$ cat src/rtl/jojo_hit_manager_if.sv
// jojo_hit_manager_if: pixel-stream inputs and hit/HP status outputs of the
// JoJo hit manager. The master side is the video/sprite pipeline and the slave
// side is the hit manager itself.
interface jojo_hit_if;
  logic [9:0] x;
  logic [9:0] y;
  logic       jojo_on;
  logic       mask_crazy_on;
  logic [3:0] hp;
  logic       hit_pulse;
  logic       invincible;
  logic       jojo_visible;
  logic       game_over;

  modport master (
    output x, y, jojo_on, mask_crazy_on,
    input  hp, hit_pulse, invincible, jojo_visible, game_over
  );

  modport slave (
    input  x, y, jojo_on, mask_crazy_on,
    output hp, hit_pulse, invincible, jojo_visible, game_over
  );
endinterface

$ cat src/rtl/jojo_hit_manager.sv
// jojo_hit_manager: collects JoJo/enemy sprite overlap during active video,
// applies at most one hit per frame, and tracks HP, the post-hit invincibility
// window with its blink gate, and the sticky game-over state.
// Optional feature macro: JOJO_HEAL_EN (regain 1 HP after HEAL_FRAMES clean
// frames while alive and below HP_MAX).
module jojo_hit_manager #(
  parameter int HP_MAX      = 3,
  parameter int INV_FRAMES  = 60,
  parameter int BLINK_SHIFT = 2,
  parameter int HEAL_FRAMES = 300
) (
  input  logic       i_clk,
  input  logic       i_reset,
  jojo_hit_if.slave  bus
);

  typedef enum logic [1:0] {
    ST_ALIVE = 2'd0,
    ST_INV   = 2'd1,
    ST_DEAD  = 2'd2
  } state_t;

  localparam logic [3:0] HP_MAX_L   = 4'(HP_MAX);
  localparam logic [7:0] INV_LAST_L = 8'(INV_FRAMES - 1);

  state_t     r_state,       w_state_nxt;
  logic [3:0] r_hp,          w_hp_nxt;
  logic [7:0] r_inv_cnt,     w_inv_cnt_nxt;
  logic       r_hit_pulse,   w_hit_pulse_nxt;
  logic       r_origin;
  logic       r_latch;

  logic       w_origin;
  logic       w_frame_tick;
  logic       w_overlap;
  logic       w_hit_seen;
  logic       w_invincible;

`ifdef JOJO_HEAL_EN
  localparam int              HEAL_W      = $clog2(HEAL_FRAMES + 1);
  localparam logic [HEAL_W-1:0] HEAL_LAST_L = HEAL_W'(HEAL_FRAMES - 1);
  logic [HEAL_W-1:0] r_heal_cnt, w_heal_cnt_nxt;
`endif

  // Frame start is the first clock of a (0,0) pixel; holding that pixel for
  // several clocks must not produce extra ticks.
  assign w_origin     = (bus.x == 10'd0) && (bus.y == 10'd0);
  assign w_frame_tick = w_origin && !r_origin;

  // Overlap only counts inside the 640x480 visible area.
  assign w_overlap    = bus.jojo_on && bus.mask_crazy_on &&
                        (bus.x < 10'd640) && (bus.y < 10'd480);

  // An overlap on the tick clock itself still belongs to the frame that ends.
  assign w_hit_seen   = r_latch || w_overlap;

  // Frame-edge detector and per-frame overlap latch.
  // NOTE: sequential state uses non-blocking assignments so every register
  // samples the values present before the clock edge.
  always_ff @(posedge i_clk) begin
    if (i_reset) begin
      r_origin <= 1'b0;
      r_latch  <= 1'b0;
    end else begin
      r_origin <= w_origin;
      r_latch  <= w_frame_tick ? 1'b0 : (r_latch || w_overlap);
    end
  end

  // Hit/HP state machine: next-state and next-value logic, evaluated on ticks.
  // NOTE: every signal written here gets a default first, so no path leaves a
  // value unassigned and no latch is inferred.
  always_comb begin
    w_state_nxt     = r_state;
    w_hp_nxt        = r_hp;
    w_inv_cnt_nxt   = r_inv_cnt;
    w_hit_pulse_nxt = 1'b0;
`ifdef JOJO_HEAL_EN
    w_heal_cnt_nxt  = r_heal_cnt;
`endif

    unique case (r_state)
      ST_ALIVE: begin
        if (w_frame_tick) begin
          if (w_hit_seen) begin
            w_hit_pulse_nxt = 1'b1;
            w_hp_nxt        = (r_hp == 4'd0) ? 4'd0 : r_hp - 4'd1;
            w_inv_cnt_nxt   = 8'd0;
            w_state_nxt     = (r_hp <= 4'd1) ? ST_DEAD : ST_INV;
`ifdef JOJO_HEAL_EN
            w_heal_cnt_nxt  = '0;
          end else if (r_hp < HP_MAX_L) begin
            if (r_heal_cnt == HEAL_LAST_L) begin
              w_hp_nxt       = r_hp + 4'd1;
              w_heal_cnt_nxt = '0;
            end else begin
              w_heal_cnt_nxt = r_heal_cnt + 1'b1;
            end
          end else begin
            w_heal_cnt_nxt = '0;
`endif
          end
        end
      end

      ST_INV: begin
`ifdef JOJO_HEAL_EN
        w_heal_cnt_nxt = '0;
`endif
        if (w_frame_tick) begin
          if (r_inv_cnt == INV_LAST_L) begin
            w_state_nxt   = ST_ALIVE;
            w_inv_cnt_nxt = 8'd0;
          end else begin
            w_inv_cnt_nxt = r_inv_cnt + 8'd1;
          end
        end
      end

      ST_DEAD: begin
`ifdef JOJO_HEAL_EN
        w_heal_cnt_nxt = '0;
`endif
      end

      default: begin
        w_state_nxt = ST_ALIVE;
      end
    endcase
  end

  // Hit/HP state machine: state and counter registers.
  always_ff @(posedge i_clk) begin
    if (i_reset) begin
      r_state     <= ST_ALIVE;
      r_hp        <= HP_MAX_L;
      r_inv_cnt   <= 8'd0;
      r_hit_pulse <= 1'b0;
`ifdef JOJO_HEAL_EN
      r_heal_cnt  <= '0;
`endif
    end else begin
      r_state     <= w_state_nxt;
      r_hp        <= w_hp_nxt;
      r_inv_cnt   <= w_inv_cnt_nxt;
      r_hit_pulse <= w_hit_pulse_nxt;
`ifdef JOJO_HEAL_EN
      r_heal_cnt  <= w_heal_cnt_nxt;
`endif
    end
  end

  // Status outputs; JoJo blinks off for every other 2**BLINK_SHIFT frames.
  assign w_invincible     = (r_state == ST_INV);
  assign bus.hp           = r_hp;
  assign bus.hit_pulse    = r_hit_pulse;
  assign bus.invincible   = w_invincible;
  assign bus.jojo_visible = !w_invincible || !r_inv_cnt[BLINK_SHIFT];
  assign bus.game_over    = (r_state == ST_DEAD);

endmodule

$ cat src/flat_wrapper.sv
// flat-port wrapper written by rule: the top's interface ports become plain ports
module jojo_hit_manager_flat 
#(
  parameter int HP_MAX      = 3,
  parameter int INV_FRAMES  = 60,
  parameter int BLINK_SHIFT = 2,
  parameter int HEAL_FRAMES = 300
)
  (i_clk, i_reset, bus_x, bus_y, bus_jojo_on, bus_mask_crazy_on, bus_hp, bus_hit_pulse, bus_invincible, bus_jojo_visible, bus_game_over);
  jojo_hit_if bus_i ();
  input  logic i_clk;
  input  logic i_reset;
  input wire logic [$bits(bus_i.x)-1:0] bus_x;
  input wire logic [$bits(bus_i.y)-1:0] bus_y;
  input wire logic [$bits(bus_i.jojo_on)-1:0] bus_jojo_on;
  input wire logic [$bits(bus_i.mask_crazy_on)-1:0] bus_mask_crazy_on;
  output wire logic [$bits(bus_i.hp)-1:0] bus_hp;
  output wire logic [$bits(bus_i.hit_pulse)-1:0] bus_hit_pulse;
  output wire logic [$bits(bus_i.invincible)-1:0] bus_invincible;
  output wire logic [$bits(bus_i.jojo_visible)-1:0] bus_jojo_visible;
  output wire logic [$bits(bus_i.game_over)-1:0] bus_game_over;
  assign bus_i.x = bus_x;
  assign bus_i.y = bus_y;
  assign bus_i.jojo_on = bus_jojo_on;
  assign bus_i.mask_crazy_on = bus_mask_crazy_on;
  assign bus_hp = bus_i.hp;
  assign bus_hit_pulse = bus_i.hit_pulse;
  assign bus_invincible = bus_i.invincible;
  assign bus_jojo_visible = bus_i.jojo_visible;
  assign bus_game_over = bus_i.game_over;
  jojo_hit_manager #(.HP_MAX(HP_MAX), .INV_FRAMES(INV_FRAMES), .BLINK_SHIFT(BLINK_SHIFT), .HEAL_FRAMES(HEAL_FRAMES)) u_core (.i_clk(i_clk), .i_reset(i_reset), .bus(bus_i));
endmodule
$ cat config.mk
export PLATFORM = sky130hd
export DESIGN_NAME = jojo_hit_manager_flat
export DESIGN_NICKNAME = d
export VERILOG_FILES = /design/src/rtl/jojo_hit_manager_if.sv /design/src/rtl/jojo_hit_manager.sv /design/src/flat_wrapper.sv
export SDC_FILE = /design/constraint.sdc
export NUM_CORES = 1
export LEC_CHECK = 0
export BUFFER_PORTS_ARGS = -buffer_cell sky130_fd_sc_hd__buf_4
export CAP_MARGIN = 20
export CORE_UTILIZATION = 35
export CTS_CLUSTER_DIAMETER = 60
export CTS_CLUSTER_SIZE = 10
export DETAILED_ROUTE_END_ITERATION = 7
export HOLD_SLACK_MARGIN = 0.1
export PLACE_DENSITY = 0.58
export SLEW_MARGIN = 20
export SYNTH_ARGS = -nofsm -noshare
export SYNTH_HDL_FRONTEND = slang
export SYNTH_SLANG_ARGS = --single-unit
export TNS_END_PERCENT = 10
$ cat constraint.sdc
create_clock -name i_clk -period 2.3 [get_ports i_clk]
set_input_delay 0.115 -clock i_clk [delete_from_list [all_inputs] [get_ports i_clk]]
set_output_delay 0.115 -clock i_clk [all_outputs]
set_load 0.01 [all_outputs]
==> key figures <==
Worst hold path
  • Worst Hold Path EP: u_core.r_origin$_SDFF_PP0_
  • Hold path cells: 3
  • Hold Path Class: primary input to flop
  • Hold path start: bus_y[4]

Drt
  • Via count: 923
  • Routed len/inst: 13.6 µm
  • Final ANT Viol Nets: 0
  • Via/cell ratio: 5.66
  • Final WL: 2.21 mm
  • DRT Pass-1 Iters: 4
  • Drt drc: 0
  • Starting DRT DRC Count: 21

STA
  • Total negative setup slack: 0 ns
  • Period utilization: 81.5%
  • Fin. max-slew vios: 0
  • Hold Vio Cnt, Final: 0
  • Period minus WS final: approximately 1.9 ns
  • Final setup vio count: 0
  • Smallest setup slack after layout: approximately 0.43 ns
  • Fmax: 534 MHz
  • Worst slew margin: 65.2%
  • Unrepaired setup endpoints after global routing: no
  • Fin Hold WS: 0.119 ns
  • Worst slew pin tran: 0.519 ns
  • Clock skew: 0.00350 ns

Die
  • Core region area: ~0.0023 mm²
  • Initial Utilization: 38.6%
  • FP Rows: 17
  • Die width: 52.3 µm
  • Ports: 32
  • Die area: around 0.0027 mm²
  • Die H: 52.3 µm

Yosys
  • Synthesized flop and latch total: 17
  • Yosys warnings: 0
  • Syn_nets: 126
  • Sequential area share after synthesis: 38.4%
  • Post-synthesis cell type count: 35
  • Post-synthesis average cell area: a little under 9 µm²
  • Synthesized cell area: 887 µm²
  • Cell count after synthesis: 101

Place
  • IO Port Bufs: 31
  • DP Area: 0.00114 mm²
  • Detailed Place HPWL: between 1.5 and 2 mm
  • Placed insts: 159
  • DP Worst Slack: around 0.17 ns
  • RePlAce Congestion: about 0.78

Clock network
  • Skew-Pair Late Insertion Delay: about 0.28 ns
  • Root Driver: clkbuf_4
  • H-tree levels: 1
  • Total CTS buffers: 3
  • Hold_buf cts: 0
  • TritonCTS clock tree: done
  • Resize count post-CTS: 0
  • Worst-path clk slew: 0.10 ns
  • Deepest clock path buffer count: 2
  • Clk sinks: 17
  • Post-CTS setup buffers: 0

Layout
  • Synthesis-to-layout area growth: 31.7%
  • Post-route cell area: 0.00117 mm²
  • Post-route insts no fill: ~160
  • Antenna Cells: 0
  • Share of layout cells above drive strength 1: roughly a third
  • Filler Cells Inserted: approximately 220
  • Fin nets: about 160
  • Final Util: 50.9%

Critical path
  • CP Class: flop to flop
  • Startpoint Class: flop
  • Crit path cell chain: nor2_1 > nand2_1 > or4_1 > or4_1 > a21oi_1
  • Cell family with most CP delay: simple AND/OR/NAND/NOR gates
  • CP Capture Type: flop
  • Crit Path Max Fanout: 8
  • Reg-to-reg slack, setup: 0.43 ns
  • CP max stage delay: 0.62 ns
  • Most frequent CP cell: or4_1
  • Slowest CP cell: or4_1
  • Buf/Inv on CP: 0
  • Worst R2R End: u_core.bus.hp[2]$_SDFFE_PP0P_
  • Worst EP arrival: 2.10 ns
  • Reg2reg path depth: 5
  • WP data required: 2.52 ns
  • R2R Path Start: u_core.r_state[1]$_SDFFE_PP0P_

Run
  • Max-Cap Viols: 0

Global route
  • Number of global-route vias before repair: 769
  • Global-route usage over all layers: around 17%
  • Total grt overflow: 0
  • First-pass GRT wire length: 3.35 mm
  • Largest net degree at the start of global routing: 18
  • Initial antenna violation count: 0

Power and ir drop
  • PwrDens: 431 mW/mm²
  • VDD IR-drop max: 299 µV
  • Design Power: just over 500 µW
  • Leakage power: 0.425 nW

Status
  • Status: completed
-- cell type report --
type,instances,area (µm²),area share (%)
Multi-Input combinational cell,79,512,43.8
Sequential cell,17,340,29.1
Inverter,2,7.51,0.642
Timing Repair Buffer,33,248,21.2
Clock buffer,4,26.3,2.25
Tap cell,28,35.0,3.00
-- sequential cells by signal, summed over array words and instances, names as in the netlist --
name and cells:
u_core.r_latch 1, u_core.r_origin 1, u_core.r_state 2, u_core.bus.hp 4
u_core.r_inv_cnt 8, u_core.bus.hit_pulse 1
-- kinds of logic (layout without fill, tap and decap cells) --
group,count (synthesis),count (layout),share of synthesized area (%)
AO/OA/AOI/OAI,26,26,18.8
adder cells (fa/ha/maj),1,1,1.41
buffers and inverters,5,39,3.95
flip-flops,17,17,38.4
multiplexers,1,1,1.13
AND/OR/NAND/NOR,51,51,36.4
-- layer usage --
metal	global-route usage (%)	wire length, µm	vias to the layer above
met5	0	0	-
met4	9.65	32	0
met3	2.32	180	4
met1	22.8	990	417
met2	24.9	1010	45
li1	-	-	457
-- worst max path at each step --
stage / from / endpoint / slack (ns) / cells after the start
floorplan: bus_x[5] / u_core.bus.hp[2]$_SDFFE_PP0P_ / 0.40 / 6
global placement: bus_y[0] / u_core.bus.hp[2]$_SDFFE_PP0P_ / 0.23 / 6
detailed placement: bus_y[0] / u_core.bus.hp[2]$_SDFFE_PP0P_ / 0.17 / 6
CTS: u_core.r_state[1]$_SDFFE_PP0P_ / u_core.bus.hp[2]$_SDFFE_PP0P_ / 0.42 / 5
global route: u_core.r_state[1]$_SDFFE_PP0P_ / u_core.bus.hp[2]$_SDFFE_PP0P_ / 0.34 / 5
finish: u_core.r_state[1]$_SDFFE_PP0P_ / u_core.bus.hp[2]$_SDFFE_PP0P_ / 0.43 / 5
-- cells in the mapped netlist (all sizes together) --
library cell  count  area share, %
a211o             1            1.1
a211oi            1           0.85
a21o              1           0.85
a21oi             9            5.1
a311oi            3            3.0
a31oi             2            1.4
a32oi             1           0.99
and2              1           0.71
and3              2            1.4
and3b             1            1.1
buf               3            3.1
dfxtp            17             38
ha                1            1.4
inv               2           0.85
mux2i             1            1.1
nand2             5            2.1
nand2b            4            2.8
nand3             3            1.7
nand3b            1           0.85
nand4             3            2.8
nor2              8            3.4
nor2b             1           0.71
nor3              6            3.4
nor3b             2            1.7
nor4              8            8.5
o21ai             6            3.4
o31ai             1           0.85
o41a              1            1.3
or2               1           0.71
or2b              1           0.99
or3b              1           0.99
or4               3            2.5
-- cells in the final DEF, fill, tap and decap left out --
cell / n
nand4_1: 2
or4_1: 3
o21ai_0: 6
or2b_2: 1
nor3_1: 6
ha_1: 1
and3_1: 2
o31ai_1: 1
and3b_2: 1
a21o_1: 1
a21oi_1: 9
clkbuf_4: 3
nor2b_1: 1
nor4_1: 4
or3b_1: 1
a211o_2: 1
and2_1: 1
inv_1: 2
nand3_1: 3
a32oi_1: 1
o41a_1: 1
nor2_1: 8
or2_2: 1
nor3b_1: 2
a311oi_1: 3
a211oi_1: 1
buf_4: 33
nand2_1: 5
mux2i_1: 1
dfxtp_1: 17
nor4_2: 4
clkbuf_1: 1
nand4_2: 1
a31oi_1: 2
nand2b_1: 4
nand3b_1: 1
-- worst reg2reg max path: stages (launching register included) --
cell     delay [ns]
dfxtp_1        0.35
nor2_1         0.10
nand2_1        0.08
or4_1          0.62
or4_1          0.51
a21oi_1        0.15
-- power by group --
part           switching, mW  leakage [nW]  internal, mW
Combinational         0.0179         0.272        0.0290
Sequential          0.000183         0.137         0.295
Clock                 0.0938        0.0150        0.0673
(Power assumes the default switching activity.)
